<file path="src/rtl/mult_div_unit_if.sv">
// mult_div_unit_if: request/result bundle between the control unit and mult_div_unit
interface mult_div_unit_if #(parameter int WIDTH = 32);
  logic start;
  logic div_mult_ctrl;
  logic [WIDTH-1:0] a_in;
  logic [WIDTH-1:0] b_in;
  logic [WIDTH-1:0] hi_out;
  logic [WIDTH-1:0] lo_out;
  logic busy;
  logic done;
  logic div0;
  modport master (output start, div_mult_ctrl, a_in, b_in, input hi_out, lo_out, busy, done, div0);
  modport slave (input start, div_mult_ctrl, a_in, b_in, output hi_out, lo_out, busy, done, div0);
endinterface

</file>
<file path="src/rtl/mult_div_unit.sv">
// mult_div_unit: iterative signed Booth multiply / restoring divide, one bit per clock.
// Define MULTDIV_EARLY_TERM_EN to finish zero-operand MULT/DIV in one step.
module mult_div_unit #(parameter int WIDTH = 32) (
  input  logic clk,
  input  logic reset_in,
  mult_div_unit_if.slave s
);
  localparam int CW = $clog2(WIDTH) + 1;
  typedef enum logic [1:0] {IDLE, RUN, DONE} state_t;
  state_t state, state_n;
  logic [CW-1:0] cnt;
  logic [WIDTH:0] upper;
  logic [WIDTH-1:0] lower, m_reg, hi_q, lo_q;
  logic q1, is_div, neg_q, neg_r, div0_q;
  logic [WIDTH:0] sel, shifted, diff, up_n;
  logic [WIDTH-1:0] lo_n, res_hi, res_lo, abs_a, abs_b;
  logic q1_n, ok, last, div0_hit, early;
  assign abs_a = s.a_in[WIDTH-1] ? -s.a_in : s.a_in;
  assign abs_b = s.b_in[WIDTH-1] ? -s.b_in : s.b_in;
  assign div0_hit = s.div_mult_ctrl && s.b_in == '0;
`ifdef MULTDIV_EARLY_TERM_EN
  assign early = s.div_mult_ctrl ? (s.a_in == '0 && s.b_in != '0) : (s.a_in == '0 || s.b_in == '0);
`else
  assign early = 1'b0;
`endif
  assign last = cnt == CW'(WIDTH - 1);
  always_comb begin
    sel = {lower[0], q1} == 2'b01 ? upper + {m_reg[WIDTH-1], m_reg} :
          {lower[0], q1} == 2'b10 ? upper - {m_reg[WIDTH-1], m_reg} : upper;
    shifted = {upper[WIDTH-1:0], lower[WIDTH-1]};
    diff = shifted - {1'b0, m_reg};
    ok = !diff[WIDTH];
    up_n = is_div ? (ok ? diff : shifted) : {sel[WIDTH], sel[WIDTH:1]};
    lo_n = is_div ? {lower[WIDTH-2:0], ok} : {sel[0], lower[WIDTH-1:1]};
    q1_n = is_div ? 1'b0 : lower[0];
    // Signs are restored on the last iteration so the result lands with no extra cycle
    res_lo = is_div && neg_q ? -lo_n : lo_n;
    res_hi = is_div && neg_r ? -up_n[WIDTH-1:0] : up_n[WIDTH-1:0];
  end
  always_comb begin
    state_n = state;
    case (state)
      IDLE: state_n = s.start ? ((div0_hit || early) ? DONE : RUN) : IDLE;
      RUN: state_n = last ? DONE : RUN;
      default: state_n = IDLE;
    endcase
  end
  always_ff @(posedge clk or posedge reset_in)
    if (reset_in) state <= IDLE;
    else state <= state_n;
  always_ff @(posedge clk or posedge reset_in)
    if (reset_in) begin
      cnt <= '0;
      upper <= '0;
      lower <= '0;
      m_reg <= '0;
      q1 <= 1'b0;
      is_div <= 1'b0;
      neg_q <= 1'b0;
      neg_r <= 1'b0;
      div0_q <= 1'b0;
      hi_q <= '0;
      lo_q <= '0;
    end else if (state == IDLE && s.start) begin
      cnt <= '0;
      upper <= '0;
      q1 <= 1'b0;
      is_div <= s.div_mult_ctrl;
      div0_q <= div0_hit;
      lower <= s.div_mult_ctrl ? abs_a : s.b_in;
      m_reg <= s.div_mult_ctrl ? abs_b : s.a_in;
      neg_q <= s.a_in[WIDTH-1] ^ s.b_in[WIDTH-1];
      neg_r <= s.a_in[WIDTH-1];
      if (early && !div0_hit) begin
        hi_q <= '0;
        lo_q <= '0;
      end
    end else if (state == RUN) begin
      cnt <= cnt + 1'b1;
      upper <= up_n;
      lower <= lo_n;
      q1 <= q1_n;
      if (last) begin
        hi_q <= res_hi;
        lo_q <= res_lo;
      end
    end
  assign s.hi_out = hi_q;
  assign s.lo_out = lo_q;
  assign s.busy = state != IDLE;
  assign s.done = state == DONE;
  assign s.div0 = state == DONE && div0_q;
endmodule

</file>
<file path="src/flat_wrapper.sv">
// flat-port wrapper written by rule: the top's interface ports become plain ports
module mult_div_unit_flat 
#(parameter int WIDTH = 32)
  (clk, reset_in, s_start, s_div_mult_ctrl, s_a_in, s_b_in, s_hi_out, s_lo_out, s_busy, s_done, s_div0);
  mult_div_unit_if #(.WIDTH(WIDTH)) s_i ();
  input  logic clk;
  input  logic reset_in;
  input wire logic [$bits(s_i.start)-1:0] s_start;
  input wire logic [$bits(s_i.div_mult_ctrl)-1:0] s_div_mult_ctrl;
  input wire logic [$bits(s_i.a_in)-1:0] s_a_in;
  input wire logic [$bits(s_i.b_in)-1:0] s_b_in;
  output wire logic [$bits(s_i.hi_out)-1:0] s_hi_out;
  output wire logic [$bits(s_i.lo_out)-1:0] s_lo_out;
  output wire logic [$bits(s_i.busy)-1:0] s_busy;
  output wire logic [$bits(s_i.done)-1:0] s_done;
  output wire logic [$bits(s_i.div0)-1:0] s_div0;
  assign s_i.start = s_start;
  assign s_i.div_mult_ctrl = s_div_mult_ctrl;
  assign s_i.a_in = s_a_in;
  assign s_i.b_in = s_b_in;
  assign s_hi_out = s_i.hi_out;
  assign s_lo_out = s_i.lo_out;
  assign s_busy = s_i.busy;
  assign s_done = s_i.done;
  assign s_div0 = s_i.div0;
  mult_div_unit #(.WIDTH(WIDTH)) u_core (.clk(clk), .reset_in(reset_in), .s(s_i));
endmodule
</file>
<file path="config.mk">
export PLATFORM = sky130hd
export DESIGN_NAME = mult_div_unit_flat
export DESIGN_NICKNAME = d
export VERILOG_FILES = /design/src/rtl/mult_div_unit_if.sv /design/src/rtl/mult_div_unit.sv /design/src/flat_wrapper.sv
export SDC_FILE = /design/constraint.sdc
export NUM_CORES = 1
export LEC_CHECK = 0
export BUFFER_PORTS_ARGS = -buffer_cell sky130_fd_sc_hd__buf_4
export CAP_MARGIN = 20
export CORE_MARGIN = 3
export CORE_UTILIZATION = 40
export DETAILED_ROUTE_END_ITERATION = 10
export PLACE_DENSITY = 0.66
export SYNTH_ARGS = -nofsm -noshare
export SYNTH_HDL_FRONTEND = slang
export SYNTH_SLANG_ARGS = --single-unit
</file>
<file path="constraint.sdc">
create_clock -name clk -period 8.55 [get_ports clk]
set_clock_uncertainty 0.1 [all_clocks]
set_input_delay 1.71 -clock clk [delete_from_list [all_inputs] [get_ports clk]]
set_output_delay 1.71 -clock clk [all_outputs]
set_load 0.01 [all_outputs]
</file>
# Yosys cells after proc, flatten, opt, wreduce, memory -nomap -nowiden

Index checks and enable logic that the tools add are counted.

Reductions and logical operators: 11
Bitwise gates (word level): 2
Eq/ne operators: 5
Multiplexer cells: 24
Add/subtract/negate cells: 8

Operators with widths:

| cell                | number |
|---|---|
| $mux 32             | 9 |
| $mux 33             | 6 |
| $neg 32->32         | 4 |
| $add 33x33->33      | 1 |
| $sub 33x32->33      | 1 |
| $sub 33x33->33      | 1 |
| $logic_not 32->1    | 1 |
| $mux 6              | 2 |
| $add 6x1->6 const B | 1 |
| $eq 6x5->1 const B  | 1 |
| $mux 2              | 3 |
| $logic_and 1x1->1   | 5 |
| $eq 2x1->1 const B  | 2 |
| $eq 2x2->1 const B  | 2 |
| $pmux 2 s2          | 1 |
| $reduce_bool 2->1   | 2 |
| $mux 1              | 3 |
| $reduce_and 3->1    | 1 |
| $logic_not 2->1     | 1 |
| $logic_not 1->1     | 1 |
| $not 1->1           | 1 |
| $xor 1x1->1         | 1 |

Output and inout bits: 67
Flip-flop bits (word level): 174
Logic and storage cells: 62
Input bits: 68

# Logic depth before layout (Yosys ltp)

Depth after elaboration: 6
Depth in mapped cells: 29
Gate-level depth less buffers: 26

# Least setup slack after synthesis

OpenSTA, ideal clock, no wires.

Kind: register -> register
Start point: register u_core.upper[16]
End point: register u_core.lo_q[26], in the netlist u_core.s.lo_out[26]
Library setup time: 0.133 ns
Path slack: 2.606 ns
Buffers on the path: 3
Arrival time: 5.711 ns
Data required time: 8.317 ns
Stages on the path, launching flop included: 28
Cells stage by stage: dfrtp_1 > ha_1 > clkbuf_1 > a21oi_1 > o21ai_0 > a221o_1 > nor2b_1 > o21ai_0 > a21boi_0 > o21ai_0 > nand2b_1 > a21o_1 > ha_1 > inv_1 > clkbuf_1 > nor2_1 > clkbuf_1 > a21oi_1 > ha_1 > or4b_2 > nand3b_1 > nor3_1 > and3_1 > and3_1 > nand3_1 > o21ai_0 > xnor2_1 > o21ai_0

Word-level cells in the longest chain between the ends: 5

Ends and longest elaborated chain:

| element                  | line                | RTL |
|---|---|---|
| start: declaration       | mult_div_unit.sv:12 | `logic [WIDTH:0] upper;` |
| start signal: assignment | mult_div_unit.sv:80 | `upper <= up_n;` |
| $sub 33x32->33           | mult_div_unit.sv:31 | `diff = shifted - {1'b0, m_reg};` |
| $logic_not 1->1          | mult_div_unit.sv:32 | `ok = !diff[WIDTH];` |
| $mux 32                  | mult_div_unit.sv:34 | `lo_n = is_div ? {lower[WIDTH-2:0], ok} : {sel[0], lower[WIDTH-1:1]};` |
| $neg 32->32              | mult_div_unit.sv:37 | `res_lo = is_div && neg_q ? -lo_n : lo_n;` |
| $mux 32                  | mult_div_unit.sv:37 |  |
| end signal: assignment   | mult_div_unit.sv:85 | `lo_q <= res_lo;` |
| end: declaration         | mult_div_unit.sv:13 | `logic [WIDTH-1:0] lower, m_reg, hi_q, lo_q;` |

Every way passes these cells.
A chain may end at the register's enable or synchronous reset.

# Worst setup path after layout

Start point: register u_core.m_reg[0]
End point: register u_core.hi_q[31], in the netlist u_core.s.hi_out[31]

Word-level cells in the longest chain between the ends: 6
Elaborated cells between the ends (all ways): 9
Classes of those cells: add/sub: 4; mux: 5

Ends and longest elaborated chain:

| element                  | line                | RTL |
|---|---|---|
| start: declaration       | mult_div_unit.sv:13 |  |
| start signal: assignment | mult_div_unit.sv:71 | `m_reg <= s.div_mult_ctrl ? abs_b : s.a_in;` |
| $sub 33x33->33           | mult_div_unit.sv:29 | `{lower[0], q1} == 2'b10 ? upper - {m_reg[WIDTH-1], m_reg} : upper;` |
| $mux 33                  | mult_div_unit.sv:29 |  |
| $mux 33                  | mult_div_unit.sv:28 | `sel = {lower[0], q1} == 2'b01 ? upper + {m_reg[WIDTH-1], m_reg} :` |
| $mux 33 *                | mult_div_unit.sv:33 | `up_n = is_div ? (ok ? diff : shifted) : {sel[WIDTH], sel[WIDTH:1]};` |
| $neg 32->32              | mult_div_unit.sv:38 | `res_hi = is_div && neg_r ? -up_n[WIDTH-1:0] : up_n[WIDTH-1:0];` |
| $mux 32 *                | mult_div_unit.sv:38 |  |
| end signal: assignment   | mult_div_unit.sv:84 | `hi_q <= res_hi;` |
| end: declaration         | mult_div_unit.sv:13 |  |

Mark *: on every way between the ends. The rest lies on a longest branch, timed or not.

==> results_dict.tcl <==
set metrics [dict create \
    status "completed" \
    largest_reg_flops 33 \
    cts.reportedPaths.clkPinSlew_ns 0.07 \
    cp-start-kind "flop" \
    grt_pass1_vias 18000 \
    synth-edff-count 0 \
    grt_max_degree 126 \
    post_cts_buffers 0 \
    dieArea_um2 47700 \
    gr-usage-met1_pct 40.8 \
    yosysTopAreaCellShare_pct 24.1 \
    min_to "u_core.div0_q" \
    r2r_slack_ns 1.51 \
    final_antenna_net_count 0 \
    syn_area_um2 18000 \
    ys_seq_area_share_pct 24.1 \
    dpl.cell_count 2988 \
    place_ws_ns 1.70 \
    worstMarginPinSlew_ns 1.10 \
    viasPerCell 6.38 \
    postCtsHoldBufs 0 \
    coreArea_um2 44400 \
    drt-wirelength-per-cell_um 23.7 \
    grt.met2_usage_pct 45.8 \
    whs_ns 0.373 \
    cts-root-buf "clkbuf_16" \
    hold_class "flop to flop" \
    maxCapViolCount 0 \
    min_path_cells 2 \
    netlist_instances 2393 \
    r2r_start "u_core.m_reg[0]" \
    cts.sinks 174 \
    pin_count 135 \
    critPathMaxFanout 32 \
    timing.final.ws_setup_ns 1.51 \
    cts-buffers-inserted 17 \
    drive_gt1_share_pct 10.6 \
    die_y_um 218 \
    avgSynthCellArea_um2 7.54 \
    regMostFlops "u_core.upper" \
    async_reset_ff_share_pct 100 \
    fill_cells 4447 \
    htree_levels 4 \
    setup_tns_ns 0 \
    clk_latency_ns 0.46 \
    overflow 0 \
    gr-usage-met3_pct 6.54 \
    tritoncts "yes" \
    post_cts_resized 0 \
    fin_nets 2592 \
    synth_top_flop_cell "dfrtp_1" \
    rr_endpoint "u_core.s.hi_out[31]" \
    areaGrowthSynthToFinish_pct 10.7 \
    worstSetupPathType "flop to flop" \
    globalRoute.busiestLayer "met2" \
    synth.top_cells.by_area "dfrtp_1, o21ai_0, ha_1" \
    hold_viol 0 \
    wirelength_mm 71.8 \
    drc_errors 0 \
    rsz0062_at_grt "false" \
    initial_core_util_pct 40.6 \
    slew_viol_final 0 \
    ys.warnings.count 0 \
    drt_pre_antenna_iters 8 \
    setup_violations 0 \
    worstSetupEndpointType "flop" \
    fmax_mhz 142 \
    drtIter0Drc 2261 \
    min_period_ns 7.04 \
    synth.largest_area_cell "dfrtp_1" \
    slew_headroom_pct 24.6 \
    hpwlAfterDp_mm 55.3 \
    place_congestion 1.02 \
    grt_pass1_wl_mm 109 \
    clockBufferDepth 2 \
    crit_required_ns 8.79 \
    vias 19300 \
    track_usage_pct 29.7 \
    die_x_um 218 \
    period_share_pct 82.4 \
    reg2reg_depth 26 \
    syn_nets 2567 \
    final_cells 3023 \
    hold_path_startpoint "u_core.div0_q" \
    port_buffers 134 \
    antenna_found_initial 2 \
    std_cell_rows 77 \
    synth_cell_type_count 108 \
    arrival_ns 7.28 \
    synth_seq_cells 174 \
]
==> synth_stat cells, drive strengths merged, types with 6 or more instances <==
master	instances
xnor2	48
and3	23
a21oi	176
buf	43
a31oi	20
o2111ai	9
o221ai	8
o21a	17
xor2	100
a21boi	8
nor2b	32
or4	16
nand2b	15
a211oi	27
o311a	6
o21ai	287
dfrtp	174
inv	79
clkbuf	108
a221oi	12
nor4	33
nand2	299
a21o	31
o31ai	41
o211ai	87
or3	30
nor3	62
a2111oi	8
or2	8
nand4	36
nand3	81
a311oi	11
o31a	7
nor2	174
a32oi	6
ha	103
mux2i	49
o21bai	9
and2	17
o41ai	11
==> kinds of logic (layout without fill, tap and decap cells) <==
| group | count (synthesis) | in the layout | synth area share [%] |
|---|---|---|---|
| xor gates and xnor gates | 148 | 148 | 7.29 |
| and+or+nand+nor | 852 | 852 | 23.2 |
| adders and majority gates | 106 | 106 | 7.48 |
| buffers and inverters | 232 | 269 | 5.21 |
| muxes | 53 | 53 | 2.99 |
| AOI/OAI and AO/OA | 828 | 828 | 29.7 |
| DFF | 174 | 174 | 24.1 |
| other | 0 | 1 | 0 |
==> worst max-delay path by stage <==
stage | to | start | cells past startpoint
after floorplan | u_core.cnt[0] | reset_in | 1
after global placement | u_core.s.hi_out[31] | u_core.upper[14] | 25
after detailed placement | u_core.s.hi_out[31] | u_core.upper[16] | 25
after CTS | u_core.s.hi_out[31] | u_core.upper[14] | 25
after global routing | u_core.s.lo_out[24] | u_core.m_reg[0] | 25
final | u_core.s.hi_out[31] | u_core.m_reg[0] | 26
==> critical path: stages (launching register included) <==
cell,delay (ns)
dfrtp_1,0.44
ha_1,0.26
fa_1,0.41
nand2b_1,0.18
a21oi_1,0.33
o21a_1,0.26
o311a_1,0.30
o21ai_0,0.16
a21boi_0,0.22
o21ai_0,0.13
nand2b_1,0.09
a21o_1,0.11
ha_1,0.23
buf_4,0.26
nand2_1,0.30
buf_4,0.29
nor3_1,0.07
a221oi_1,0.23
nand4_1,0.12
nor4_1,0.33
nand3_1,0.26
nor4b_2,0.46
nand4_2,0.30
or4_4,0.52
nor3_2,0.20
nor2_1,0.07
a211o_1,0.27
==> layer usage <==
metal	share of wire, %	vias to the layer above
met3	9.7	157
met1	42	9272
met4	3.5	2
li1	-	8878
met2	44	966
met5	0.018	-
==> cell type report <==
type / count / area [um2] / share of cell area (%)
well taps: 592 / 741 / 3.71
flip-flops and latches: 174 / 4360 / 21.8
multi-input cells: 1987 / 12800 / 63.9
repair buffers: 157 / 1210 / 6.06
inverters: 81 / 309 / 1.55
clock inverters: 12 / 150 / 0.752
clock buffers: 19 / 433 / 2.17
diodes: 1 / 2.50 / 0.0125
==> layout by cell type (no fill, tap or decap), types with 11 or more instances in the layout <==
cell type / n
nor2_1: 173
nand4_1: 34
clkbuf_16: 17
nor4_1: 32
o21a_1: 17
xor2_1: 99
dfrtp_1: 173
a311oi_1: 11
a31oi_1: 19
a21oi_1: 174
nand3_1: 80
o211ai_1: 86
ha_1: 103
nand2b_1: 12
o41ai_1: 11
and2_1: 16
or3_1: 29
xnor2_1: 48
nor2b_1: 29
nand2_1: 297
buf_4: 155
o21ai_0: 268
a221oi_1: 11
o21ai_1: 18
and3_1: 23
mux2i_1: 49
a21o_1: 31
or4_1: 14
o31ai_1: 40
nor3_1: 59
a211oi_1: 20
inv_1: 76
==> per-stage QoR <==
stage / util (%) / instance area [um2]
4_1_cts: 44.8 / 19900
3_3_place_gp: 43.5 / 19300
6_report: 45.0 / 20000
3_5_place_dp: 43.5 / 19300
2_1_floorplan: - / 18000
5_1_grt: 45.0 / 20000
Power is left out: the tool's default activity adds up to more than one toggle a clock period on the data nets, which glitch-free logic cannot reach.
